[config.mk]
export PLATFORM = sky130hd
export DESIGN_NAME = mm_stream_sequencer_flat
export DESIGN_NICKNAME = d
export VERILOG_FILES = /design/src/rtl/mm_stream_sequencer_if.sv /design/src/rtl/mm_stream_sequencer.sv /design/src/flat_wrapper.sv
export SDC_FILE = /design/constraint.sdc
export NUM_CORES = 1
export LEC_CHECK = 0
export BUFFER_PORTS_ARGS = -buffer_cell sky130_fd_sc_hd__buf_2
export CORE_ASPECT_RATIO = 0.9
export CORE_MARGIN = 2
export CORE_UTILIZATION = 40
export DETAILED_ROUTE_END_ITERATION = 8
export GPL_TIMING_DRIVEN = 0
export PLACE_DENSITY_LB_ADDON = 0.3
export SLEW_MARGIN = 40
export SYNTH_ARGS = -nofsm -noshare
export SYNTH_HDL_FRONTEND = slang
export SYNTH_SLANG_ARGS = --single-unit
[constraint.sdc]
create_clock -name ACLK -period 1.76 [get_ports ACLK]
set_clock_uncertainty 0.15 [all_clocks]
set_input_delay 0.352 -clock ACLK [delete_from_list [all_inputs] [get_ports ACLK]]
set_output_delay 0.352 -clock ACLK [all_outputs]
set_load 0.05 [all_outputs]
[src/rtl/mm_stream_sequencer_if.sv]
// Stream bundle of the matrix-multiply sequencer.
// master = sequencer side, slave = stream environment side.
interface mm_stream_sequencer_if;
    logic [31:0] S_AXIS_TDATA;
    logic        S_AXIS_TVALID;
    logic        S_AXIS_TLAST;
    logic        S_AXIS_TREADY;
    logic [31:0] M_AXIS_TDATA;
    logic        M_AXIS_TVALID;
    logic        M_AXIS_TLAST;
    logic        M_AXIS_TREADY;

    modport master (
        input  S_AXIS_TDATA,
        input  S_AXIS_TVALID,
        input  S_AXIS_TLAST,
        output S_AXIS_TREADY,
        output M_AXIS_TDATA,
        output M_AXIS_TVALID,
        output M_AXIS_TLAST,
        input  M_AXIS_TREADY
    );

    modport slave (
        output S_AXIS_TDATA,
        output S_AXIS_TVALID,
        output S_AXIS_TLAST,
        input  S_AXIS_TREADY,
        input  M_AXIS_TDATA,
        input  M_AXIS_TVALID,
        input  M_AXIS_TLAST,
        output M_AXIS_TREADY
    );
endinterface

[src/rtl/mm_stream_sequencer.sv]
// Sequences stream input into A/B RAMs, runs the multiplier,
// then streams RES RAM out through a one-word skid buffer.
module mm_stream_sequencer #(
    parameter int width          = 8,
    parameter int A_depth_bits   = 9,
    parameter int B_depth_bits   = 3,
    parameter int RES_depth_bits = 6
) (
    input  logic                      ACLK,
    input  logic                      ARESETN,
    mm_stream_sequencer_if.master     axis,
    output logic                      A_write_en,
    output logic [A_depth_bits-1:0]   A_write_address,
    output logic [width-1:0]          A_write_data_in,
    output logic                      B_write_en,
    output logic [B_depth_bits-1:0]   B_write_address,
    output logic [width-1:0]          B_write_data_in,
    output logic                      RES_read_en,
    output logic [RES_depth_bits-1:0] RES_read_address,
    input  logic [width-1:0]          RES_read_data_out,
    output logic                      mm_start,
    input  logic                      mm_done,
    output logic                      busy,
    output logic                      frame_err
);

    typedef enum logic [2:0] {
        RECV_A, RECV_B, START, COMPUTE, SEND
    } state_t;

    state_t state, state_nxt;

    logic [A_depth_bits-1:0]   a_cnt;
    logic [B_depth_bits-1:0]   b_cnt;
    logic [RES_depth_bits:0]   rd_cnt;
    logic [RES_depth_bits-1:0] out_cnt;
    logic [width-1:0]          hold;
    logic [width-1:0]          in_word;
    logic [width-1:0]          out_word;
    logic hold_v, pend, armed, s_ready;
    logic hs, a_last, b_last, abort, b_miss;
    logic pop, keep, issue, last_pop;
    logic unused_tdata;

    assign in_word      = axis.S_AXIS_TDATA[width-1:0];
    assign unused_tdata = ^axis.S_AXIS_TDATA[31:width];

    assign s_ready = armed &
                     ((state == RECV_A) | (state == RECV_B));
    assign axis.S_AXIS_TREADY = s_ready;

    assign hs     = axis.S_AXIS_TVALID & s_ready;
    assign a_last = &a_cnt;
    assign b_last = &b_cnt;
    assign abort  = hs & axis.S_AXIS_TLAST &
                    ((state == RECV_A) |
                     ((state == RECV_B) & !b_last));
    assign b_miss = hs & (state == RECV_B) & b_last &
                    !axis.S_AXIS_TLAST;

    // At most one word is ever buffered or in flight: a new read
    // is issued only when nothing will be left waiting next cycle.
    assign pop      = axis.M_AXIS_TVALID & axis.M_AXIS_TREADY;
    assign keep     = (hold_v | pend) & !pop;
    assign last_pop = pop & (&out_cnt);
    assign issue    = (state == SEND) &
                      !rd_cnt[RES_depth_bits] & !keep;

    assign out_word = hold_v ? hold :
                      pend   ? RES_read_data_out : '0;

    assign axis.M_AXIS_TVALID = hold_v | pend;
    assign axis.M_AXIS_TDATA  = {{(32-width){1'b0}}, out_word};
    assign axis.M_AXIS_TLAST  = (hold_v | pend) & (&out_cnt);

    always_ff @(posedge ACLK or negedge ARESETN) begin
        if (!ARESETN) begin
            state <= RECV_A;
        end else begin
            state <= state_nxt;
        end
    end

    always_comb begin
        state_nxt = state;
        unique case (state)
            RECV_A: begin
                if (abort)
                    state_nxt = RECV_A;
                else if (hs & a_last)
                    state_nxt = RECV_B;
            end
            RECV_B: begin
                if (abort)
                    state_nxt = RECV_A;
                else if (hs & b_last)
                    state_nxt = START;
            end
            START:   state_nxt = COMPUTE;
            COMPUTE: if (mm_done) state_nxt = SEND;
            SEND:    if (last_pop) state_nxt = RECV_A;
            default: state_nxt = RECV_A;
        endcase
    end

    always_comb begin
        A_write_en       = 1'b0;
        A_write_address  = a_cnt;
        A_write_data_in  = '0;
        B_write_en       = 1'b0;
        B_write_address  = b_cnt;
        B_write_data_in  = '0;
        mm_start         = 1'b0;
        RES_read_en      = issue;
        RES_read_address = rd_cnt[RES_depth_bits-1:0];
        busy = !((state == RECV_A) && (a_cnt == '0));
        unique case (state)
            RECV_A: begin
                A_write_en      = hs;
                A_write_data_in = hs ? in_word : '0;
            end
            RECV_B: begin
                B_write_en      = hs;
                B_write_data_in = hs ? in_word : '0;
            end
            START:   mm_start = 1'b1;
            default: ;
        endcase
    end

    always_ff @(posedge ACLK or negedge ARESETN) begin
        if (!ARESETN) begin
            armed     <= 1'b0;
            a_cnt     <= '0;
            b_cnt     <= '0;
            frame_err <= 1'b0;
        end else begin
            armed     <= 1'b1;
            frame_err <= abort | b_miss;
            if (abort) begin
                a_cnt <= '0;
                b_cnt <= '0;
            end else if (hs & (state == RECV_A)) begin
                a_cnt <= a_cnt + 1'b1;
            end else if (hs & (state == RECV_B)) begin
                b_cnt <= b_cnt + 1'b1;
            end
        end
    end

    always_ff @(posedge ACLK or negedge ARESETN) begin
        if (!ARESETN) begin
            rd_cnt  <= '0;
            out_cnt <= '0;
            hold    <= '0;
            hold_v  <= 1'b0;
            pend    <= 1'b0;
        end else begin
            pend   <= issue;
            hold_v <= keep;
            if (pend)
                hold <= RES_read_data_out;
            if (pop)
                out_cnt <= out_cnt + 1'b1;
            if (last_pop)
                rd_cnt <= '0;
            else if (issue)
                rd_cnt <= rd_cnt + 1'b1;
        end
    end

endmodule

[src/flat_wrapper.sv]
// flat-port wrapper written by rule: the top's interface ports become plain ports
module mm_stream_sequencer_flat 
#(
    parameter int width          = 8,
    parameter int A_depth_bits   = 9,
    parameter int B_depth_bits   = 3,
    parameter int RES_depth_bits = 6
)
  (ACLK, ARESETN, A_write_en, A_write_address, A_write_data_in, B_write_en, B_write_address, B_write_data_in, RES_read_en, RES_read_address, RES_read_data_out, mm_start, mm_done, busy, frame_err, axis_S_AXIS_TDATA, axis_S_AXIS_TVALID, axis_S_AXIS_TLAST, axis_S_AXIS_TREADY, axis_M_AXIS_TDATA, axis_M_AXIS_TVALID, axis_M_AXIS_TLAST, axis_M_AXIS_TREADY);
  mm_stream_sequencer_if axis_i ();
  input  logic ACLK;
  input  logic ARESETN;
  output logic A_write_en;
  output logic [A_depth_bits-1:0] A_write_address;
  output logic [width-1:0] A_write_data_in;
  output logic B_write_en;
  output logic [B_depth_bits-1:0] B_write_address;
  output logic [width-1:0] B_write_data_in;
  output logic RES_read_en;
  output logic [RES_depth_bits-1:0] RES_read_address;
  input  logic [width-1:0] RES_read_data_out;
  output logic mm_start;
  input  logic mm_done;
  output logic busy;
  output logic frame_err;
  input wire logic [$bits(axis_i.S_AXIS_TDATA)-1:0] axis_S_AXIS_TDATA;
  input wire logic [$bits(axis_i.S_AXIS_TVALID)-1:0] axis_S_AXIS_TVALID;
  input wire logic [$bits(axis_i.S_AXIS_TLAST)-1:0] axis_S_AXIS_TLAST;
  output wire logic [$bits(axis_i.S_AXIS_TREADY)-1:0] axis_S_AXIS_TREADY;
  output wire logic [$bits(axis_i.M_AXIS_TDATA)-1:0] axis_M_AXIS_TDATA;
  output wire logic [$bits(axis_i.M_AXIS_TVALID)-1:0] axis_M_AXIS_TVALID;
  output wire logic [$bits(axis_i.M_AXIS_TLAST)-1:0] axis_M_AXIS_TLAST;
  input wire logic [$bits(axis_i.M_AXIS_TREADY)-1:0] axis_M_AXIS_TREADY;
  assign axis_i.S_AXIS_TDATA = axis_S_AXIS_TDATA;
  assign axis_i.S_AXIS_TVALID = axis_S_AXIS_TVALID;
  assign axis_i.S_AXIS_TLAST = axis_S_AXIS_TLAST;
  assign axis_S_AXIS_TREADY = axis_i.S_AXIS_TREADY;
  assign axis_M_AXIS_TDATA = axis_i.M_AXIS_TDATA;
  assign axis_M_AXIS_TVALID = axis_i.M_AXIS_TVALID;
  assign axis_M_AXIS_TLAST = axis_i.M_AXIS_TLAST;
  assign axis_i.M_AXIS_TREADY = axis_M_AXIS_TREADY;
  mm_stream_sequencer #(.width(width), .A_depth_bits(A_depth_bits), .B_depth_bits(B_depth_bits), .RES_depth_bits(RES_depth_bits)) u_core (.ACLK(ACLK), .ARESETN(ARESETN), .axis(axis_i), .A_write_en(A_write_en), .A_write_address(A_write_address), .A_write_data_in(A_write_data_in), .B_write_en(B_write_en), .B_write_address(B_write_address), .B_write_data_in(B_write_data_in), .RES_read_en(RES_read_en), .RES_read_address(RES_read_address), .RES_read_data_out(RES_read_data_out), .mm_start(mm_start), .mm_done(mm_done), .busy(busy), .frame_err(frame_err));
endmodule
# Word-level counts from Yosys, hierarchy flattened
# Index checks and enable logic that the tools add are counted.
dict set report word_totals {
  wordCells 83
  in_bits 46
  regBits 40
  out_inout_bits 75
}
dict set report classes {
  n_eq_ne 9
  reduce_logical 17
  n_bitwise 21
  n_mux 22
  addsub 4
}
# cell count
set ops {}
lappend ops {{$mux W8} 5}
lappend ops {{$mux W3} 9}
lappend ops {{$mux W9} 2}
lappend ops {{$and A1 B1 Y1} 17}
lappend ops {{$pmux W3 S5} 1}
lappend ops {{$mux W7} 2}
lappend ops {{$add A9 B1 Y9 const B} 1}
lappend ops {{$logic_not A9 Y1} 1}
lappend ops {{$reduce_and A9 Y1} 1}
lappend ops {{$add A7 B1 Y7 const B} 1}
lappend ops {{$add A6 B1 Y6 const B} 1}
lappend ops {{$eq A3 B2 Y1 const B} 2}
lappend ops {{$logic_not A1 Y1} 6}
lappend ops {{$ne A3 B2 Y1 const B} 2}
lappend ops {{$reduce_and A6 Y1} 1}
lappend ops {{$reduce_bool A2 Y1} 3}
lappend ops {{$ne A2 B1 Y1 const B} 2}
lappend ops {{$or A1 B1 Y1} 4}
lappend ops {{$reduce_and A4 Y1} 1}
lappend ops {{$add A3 B1 Y3 const B} 1}
lappend ops {{$eq A3 B1 Y1 const B} 1}
lappend ops {{$eq A3 B3 Y1 const B} 1}
lappend ops {{$logic_not A3 Y1} 1}
lappend ops {{$mux W1} 3}
lappend ops {{4 further kinds} 4}

# Logic depth before layout (Yosys ltp)
# Gate-level depths: netlist (run 1).
dict set report depth {
  depth_word 8
  ltp_mapped 7
  mapped_depth_nobuf 7
}

# Worst setup path after synthesis (run 1)
# Ideal clock, no wire load.
dict set report synth_timing {
  path_type {register -> output}
  start {reg u_core.pend}
  end {out axis_M_AXIS_TLAST}
  path_buffers 1
  stages_incl_launch_ff 4
  path_slack_ns -0.667
  t_arrival_ns 1.925
  t_required_ns 1.258
  path_cell_list {dfrtp_1 -> buf_6 -> or2_2 -> nor3b_1}
}
dict set report synth_via {
  elab_chain_cells 2
}
# item line_no
set synth_lines {}
lappend synth_lines {{start: declaration} mm_stream_sequencer.sv:40} ;# logic hold_v, pend, armed, s_ready;
lappend synth_lines {{start signal: assignment} mm_stream_sequencer.sv:159} ;# pend <= issue;
lappend synth_lines {{$or A1 B1 Y1} n/a}
lappend synth_lines {{named net axis_M_AXIS_TVALID} flat_wrapper.sv:31} ;# output wire logic [$bits(axis_i.M_AXIS_TVALID)-1:0] axis_M_AXIS_TVALID;
lappend synth_lines {{$and A1 B1 Y1} mm_stream_sequencer.sv:74} ;# assign axis.M_AXIS_TLAST = (hold_v | pend) & (&out_cnt);
lappend synth_lines {{end: declaration} flat_wrapper.sv:32} ;# output wire logic [$bits(axis_i.M_AXIS_TLAST)-1:0] axis_M_AXIS_TLAST;
# The timed path passes the listed nets, and every way through them passes these cells.

# Final worst setup path (run 1)
dict set report layout_timing {
  start {reg u_core.state[1]}
  end {out RES_read_en}
}
dict set report layout_via {
  elab_chain_cells 3
}
# item line_no
set layout_lines {}
lappend layout_lines {{start: declaration} mm_stream_sequencer.sv:31} ;# state_t state, state_nxt;
lappend layout_lines {{start signal: assignment} mm_stream_sequencer.sv:80} ;# state <= state_nxt;
lappend layout_lines {{$eq A3 B3 Y1} mm_stream_sequencer.sv:66} ;# assign issue = (state == SEND) &
lappend layout_lines {{$and A1 B1 Y1} mm_stream_sequencer.sv:66}
lappend layout_lines {{$and A1 B1 Y1} mm_stream_sequencer.sv:67} ;# !rd_cnt[RES_depth_bits] & !keep;
lappend layout_lines {{end: declaration} flat_wrapper.sv:19} ;# output logic RES_read_en;
# No other way between the ends.

==> flow_summary.ini, run 1 <==
[outcome]
run_status = complete, but fails checks
failing_checks = setup timing

[setup_path]
cp_common_cell = sky130_fd_sc_hd__buf_8
crit_path_top_delay_cell = sky130_fd_sc_hd__or4b_4
worst_ep_required_time_ps = 1260
critPathArrivalTime_ps = 1680
cp_max_fo = 6
critPathLaunchType = flip-flop
critical_path.endpoint_type = output port
cp_cell_sequence = or4b_4 > buf_8 > nor2_4 > buf_8
criticalPathCategory = reg -> out
category_of_cells_accounting_for_the_largest_share_of_critical_path_delay = simple AND/OR/NAND/NOR gates
critPathMaxStageDelay_ps = 550
path_buf_inv = 2

[drt]
antenna_left = 0
vias_per_cell = 5.23
firstDrtPassIters = 4
routed_wire_length_per_instance_um = 17.2
via_count = 2568
drt_iter0_markers = 181
finalWirelength_mm = 8.46
drcViolationCount = 0

[cts]
clockRootBuffer = sky130_fd_sc_hd__clkbuf_8
htree_num_levels = 2
tritoncts_clock_tree = yes
cts_buffers = 5
clock_sink_count = 40
cts_buffer_depth = 2
cts.clk_slew.worst_paths_ps = 80
insertion_delay_ps = 290

[global_route]
grt_pass1_wl_mm = 11.7
grt_overflow = 0
number_of_global_route_vias_before_repair = 2342
grt_antenna_before_repair = 0
largest_net_degree_at_the_start_of_global_routing = 41
grt_util_overall_pct = 21.4

[timing]
max_slew.worst_pin.slew_ps = 537
final.min_clock_period_ps = 2190
grt_setup_unrepaired = true
final.period_utilization_pct = 124
maxSlewViolCount = 0
timing.max_slew.rel_slack_pct = 64.2
finalWorstSetupSlack_ps = -425
setup_viol = 45
fmax_mhz = 458
total_neg_setup_slack_ps = -11430
hold_viol = 0

[final_layout]
antenna_cells = 0
final_design_area_no_fill_um2 = 4390
signed_area_change_from_the_synthesized_netlist_to_the_final_layout_pct = 79.8
finish.net_count = 473
layout.cells.non_filler = 491
proportion_of_layout_cells_with_a_drive_suffix_above_1_pct = 61.5

[logic_synthesis]
yosys_warnings = 0
ys_dominant_reg_cell = sky130_fd_sc_hd__dfrtp_1
synth_area_leaders = sky130_fd_sc_hd__dfrtp_1 41%, sky130_fd_sc_hd__buf_4 9.5%, sky130_fd_sc_hd__o21ai_0 5.5%, sky130_fd_sc_hd__and3_1 4.4%, sky130_fd_sc_hd__a21oi_1 4.1%
synth_area_um2 = 2440
synthDistinctLibCells = 42
synthArstFlopShare_pct = 100
synth_edf_count = 0
synth_top_area_cell = sky130_fd_sc_hd__dfrtp_1
synth_area_per_cell_um2 = 8.89
synth.yosys.seq_area_share_pct = 41.0
synth-seq-cells = 40
yosys.area.top_type_share_pct = 41.0
post_synth_inst_count = 275

[pwr]
power.leakage_nw = 2.08
power_density_over_the_cells_nw_per_um2 = 594
irDropWorstVdd_mv = 0.409

[die]
core.rowCount = 26
initial_utilization_pct = 42.2
chipWidth_um = 86.4
die_area_um2 = 6750
ioPinCount = 121
floorplan.core_area_um2 = 5790
die_y_um = 78.2

[min_path]
hold_path.class = in -> reg

[placed_design]
global_placer_s_final_weighted_congestion = 0.832
port_buffers = 72
place_inst = 440
post-place-ws_ps = -298
final_hpwl_dp_mm = 4.36
detailed_place.area_um2 = 3210

[flow_run]
maxCapViolations = 0
path summary, 6_finish.rpt:
kind | startpoint | end | slack (ps) | cells past startpoint
setup / recovery | u_core.state[1] | RES_read_en | -430 | 4
hold / removal | RES_read_data_out[2] | u_core.hold[2] | 180 | 3
setup reg to reg | u_core.state[1] | u_core.rd_cnt[1] | -370 | 6
hold reg to reg | u_core.out_cnt[5] | u_core.out_cnt[5] | 320 | 1
max in group asynchronous | ARESETN | u_core.state[0] | 620 | 2
min in group asynchronous | ARESETN | u_core.A_write_address[0] | 440 | 2
sequential cells by signal, summed over array words and instances, names as in the netlist:
| signal | flops |
|---|---|
| u_core.A_write_address | 9 |
| u_core.B_write_address | 3 |
| u_core.armed | 1 |
| u_core.frame_err | 1 |
| u_core.hold | 8 |
| u_core.hold_v | 1 |
| u_core.out_cnt | 6 |
| u_core.pend | 1 |
| u_core.rd_cnt | 7 |
| u_core.state | 3 |
cells in the final DEF, fill, tap and decap left out, drive strengths merged, types with 2 or more instances in the layout:
master	instances
buf	151
a21oi	20
clkbuf	12
o21ai	28
xor2	3
or4	7
ha	7
or3	6
nand4b	2
nand2	23
and4bb	2
o21ba	2
xnor2	2
nor3	3
nor2	10
nor4	3
inv	15
dfrtp	40
nand3	12
nand4	3
nor3b	2
and3	17
o31ai	9
conb	25
per-stage QoR:
stage	hold slack (ps)	total power (W)	utilization (%)
final	176	0.00261	75.9
after global routing	174	0.00271	75.9
after CTS	127	0.00254	67.8
after detailed placement	216	0.00180	55.4
after global placement	306	0.00178	55.4
after floorplan	-93.6	0.00163	-
worst reg2reg max path: cells and delay by family, from the launching register on:
| family | cells | cell delay, ps |
|---|---|---|
| flip-flops | 1 | 460 |
| AND/OR/NAND/NOR | 2 | 900 |
| AO/OA/AOI/OAI | 1 | 140 |
| buffers and inverters | 3 | 410 |
logic make-up (layout without fill, tap and decap cells):
group | after synthesis | count (layout) | synth area share (%)
muxes | 2 | 2 | 0.870
and+or+nand+nor | 97 | 98 | 22.8
other | 2 | 25 | 0.307
buffers and inverters | 59 | 181 | 15.1
xor gates and xnor gates | 5 | 5 | 1.79
AOI/OAI and AO/OA | 63 | 63 | 14.6
DFF | 40 | 40 | 41.0
adders and majority gates | 7 | 7 | 3.58
timing repair:
action,in CTS,in global routing
pin swaps,20,21
resized for setup,127,69
endpoints found under the hold margin,40,0
hold buffers,1,0
cloned,2,1
setup buffers,19,23
setup endpoints to repair,39,52
report_power, final:
group	internal (W)	total [W]	switching, W
clock	0.000279	0.000606	0.000327
combinational	0.000360	0.000962	0.000601
sequential	0.000978	0.00104	0.0000646
area by class of cell:
class	count	area (um2)
plain buffers	41	393
clock buffers	7	76.3
clock inverters	1	5.00
fillers	372	1400
inverters	15	56.3
multi-input cells	200	1680
flip-flops and latches	40	1020
well taps	70	87.6
repair buffers	117	1080
metal layers:
layer	track usage (%)	vias up	share of wire, %
met2	36.2	86	52
met1	28.5	1256	41
met4	5.78	0	2.3
met5	0	-	0
met3	3.15	20	4.5
li1	-	1206	-
Yosys cell counts (all sizes together) (2+ instances only):
library cell and instances:
dfrtp 40, buf 35, o21ai 28, nand2 23, a21oi 20, and3 17
inv 15, nand3 12, nor2 10, clkbuf 9, o31ai 9, ha 7
or4 7, or3 6, nand4 3, nor3 3, nor4 3, xor2 3
conb 2, nand4b 2, nor3b 2, o21ba 2, xnor2 2
(Power assumes the default switching activity.)
==> inputs of run 2 (changes only) <==
Settings changed: REMOVE_ABC_BUFFERS set to 1.
==> run 2 against run 1 <==
The run still ends with setup timing left. First-iteration DRC count is 40% lower. Register-to-register slack better by 110 ps. Clock power is 4.0% lower. Largest cell class unchanged. Sequential power hardly changed. Via count is 6.0% lower. Setup slack better by 88 ps. Cell count is 7.7% lower. Cell area is 9.9% lower. Critical path type unchanged.
==> flow_summary.ini, run 2 (synthesis results as in run 1) <==
[timing]
timing.max_slew.rel_slack_pct = 63.8
final.period_utilization_pct = 119
setup_viol = 50
hold_viol = 0
fmax_mhz = 477
total_neg_setup_slack_ps = -9340
final.min_clock_period_ps = 2100
max_slew.worst_pin.slew_ps = 542
grt_setup_unrepaired = true
finalWorstSetupSlack_ps = -337
maxSlewViolCount = 0

[setup_path]
worst-r2r-setup-slack_ps = -260
critPathMaxStageDelay_ps = 560
worst_ep_required_time_ps = 1260
path_buf_inv = 1
number_of_cells_traversed_by_the_worst_register_to_register_path = 4
cp_max_fo = 4
critPathLaunchType = flip-flop
category_of_cells_accounting_for_the_largest_share_of_critical_path_delay = simple AND/OR/NAND/NOR gates
cp_cell_sequence = or4b_4 > nor2_4 > buf_8
crit_path_top_delay_cell = sky130_fd_sc_hd__or4b_4
critPathArrivalTime_ps = 1590
crit-reg2reg-capture = u_core.rd_cnt[3]
r2r-start = u_core.state[0]
criticalPathCategory = reg -> out
critical_path.endpoint_type = output port

[global_route]
grt_pass1_wl_mm = 10.8
largest_net_degree_at_the_start_of_global_routing = 41
grt_overflow = 0
grt_util_met1_pct = 26.3
grt.met2_usage_pct = 32.2
grt_util_overall_pct = 20.0
number_of_global_route_vias_before_repair = 2266
grt_antenna_before_repair = 0
grt-busiest-layer = met2
gr-usage-met3_pct = 4.10

[drt]
routed_wire_length_per_instance_um = 16.5
via_count = 2415
drt_iter0_markers = 108
antenna_left = 0
vias_per_cell = 5.33
finalWirelength_mm = 7.46
firstDrtPassIters = 4
drcViolationCount = 0

[die]
chipWidth_um = 86.4
ioPinCount = 121
floorplan.core_area_um2 = 5790
die_y_um = 78.2
initial_utilization_pct = 42.2
die_area_um2 = 6750
core.rowCount = 26

[placed_design]
post-place-ws_ps = -623
port_buffers = 72
global_placer_s_final_weighted_congestion = 0.739
final_hpwl_dp_mm = 3.73

[final_layout]
largest_register_ff_count = 9
proportion_of_layout_cells_with_a_drive_suffix_above_1_pct = 53.5
layout_commonest_cell = sky130_fd_sc_hd__buf_2
finish.net_count = 436
antenna_cells = 0
most-common-layout-cells = 39 x sky130_fd_sc_hd__buf_2, 37 x sky130_fd_sc_hd__buf_6, 35 x sky130_fd_sc_hd__dfrtp_1
signed_area_change_from_the_synthesized_netlist_to_the_final_layout_pct = 61.9

[flow_run]
maxCapViolations = 0

[pwr]
clock_power_share_pct = 23.2
power_density_over_the_cells_nw_per_um2 = 634
switching_share_pct = 37.9
irDropWorstVdd_mv = 0.361
combPwrFrac_pct = 35.8
power.sequential.fraction_pct = 41.0
internal-power_w = 0.00156
power_switching_w = 0.000952
total_power_w = 0.00251
power.leakage_nw = 1.88

[min_path]
hold_path.class = in -> reg
hold_path.startpoint = RES_read_data_out[5]
hold_path_end = u_core.hold[5]
min_delay_path_depth = 3

[outcome]
failing_checks = setup timing
run_status = complete, but fails checks

[cts]
clockRootBuffer = sky130_fd_sc_hd__clkbuf_8
cts_buffers = 5
cts.clk_slew.worst_paths_ps = 70
cts_buffer_depth = 2
htree_num_levels = 2
tritoncts_clock_tree = yes
insertion_delay_ps = 290
clock_sink_count = 40
[run 2: metal layers]
metal / routed length (um) / part of all wire [%] / vias to the layer above
li1: - / - / 1133
met1: 3270 / 44 / 1195
met2: 3770 / 50 / 75
met3: 285 / 3.8 / 12
met4: 142 / 1.9 / 0
met5: 0 / 0 / -
[run 2: timing repair]
| item | in CTS | in global routing |
|---|---|---|
| pin swaps | 21 | 24 |
| resized for setup | 137 | 71 |
| setup buffers | 29 | 18 |
| hold buffers | 1 | 0 |
| endpoints found under the setup margin | 54 | 57 |
| cloned | 1 | 2 |
| hold endpoints to repair | 40 | 0 |
[run 2: area by class of cell]
cell class                      count  area, um2
Fill cell                         437       1830
Sequential cell                    40       1010
Clock buffer                        6       72.6
Tap cell                           70       87.6
Multi-Input combinational cell    199       1560
Clock inverter                      1       5.00
Inverter                           15       56.3
Timing Repair Buffer              122       1160
[run 2: worst max-delay path by stage]
stage	start	endpoint	cells past startpoint
3_5_place_dp	u_core.state[1]	u_core.A_write_address[8]	3
6_report	u_core.state[0]	RES_read_en	3
5_1_grt	u_core.state[0]	RES_read_en	3
2_1_floorplan	u_core.pend	axis_M_AXIS_TLAST	2
4_1_cts	u_core.state[0]	RES_read_en	3
3_3_place_gp	u_core.state[0]	A_write_data_in[4]	3
[run 2: worst min-delay path: stages]
cell and delay [ps]:
sky130_fd_sc_hd__buf_2 80, sky130_fd_sc_hd__nand2_2 50, sky130_fd_sc_hd__o21ai_0 70
[run 2: metrics by stage]
| stage | instance area (um2) | hold slack, ps | util [%] | instances |
|---|---|---|---|---|
| after global placement | 2670 | 312 | 46.0 | 396 |
| final | 3960 | 149 | 68.3 | 453 |
| after detailed placement | 2670 | 217 | 46.2 | 396 |
| after CTS | 3490 | 133 | 60.2 | 434 |
| after global routing | 3960 | 166 | 68.3 | 453 |
| after floorplan | 2220 | -93.6 | - | 254 |
[run 2: power by group through the flow]
| stage | clock [W] | sequential, W | combinational [W] |
|---|---|---|---|
| 6_report | 0.000582 | 0.00103 | 0.000898 |
| 5_1_grt | 0.000631 | 0.00104 | 0.000945 |
| 4_1_cts | 0.000594 | 0.00102 | 0.000821 |
| 3_5_place_dp | 0 | 0.00106 | 0.000601 |
| 3_3_place_gp | 0 | 0.00106 | 0.000595 |
| 2_1_floorplan | 0 | 0.00115 | 0.000352 |
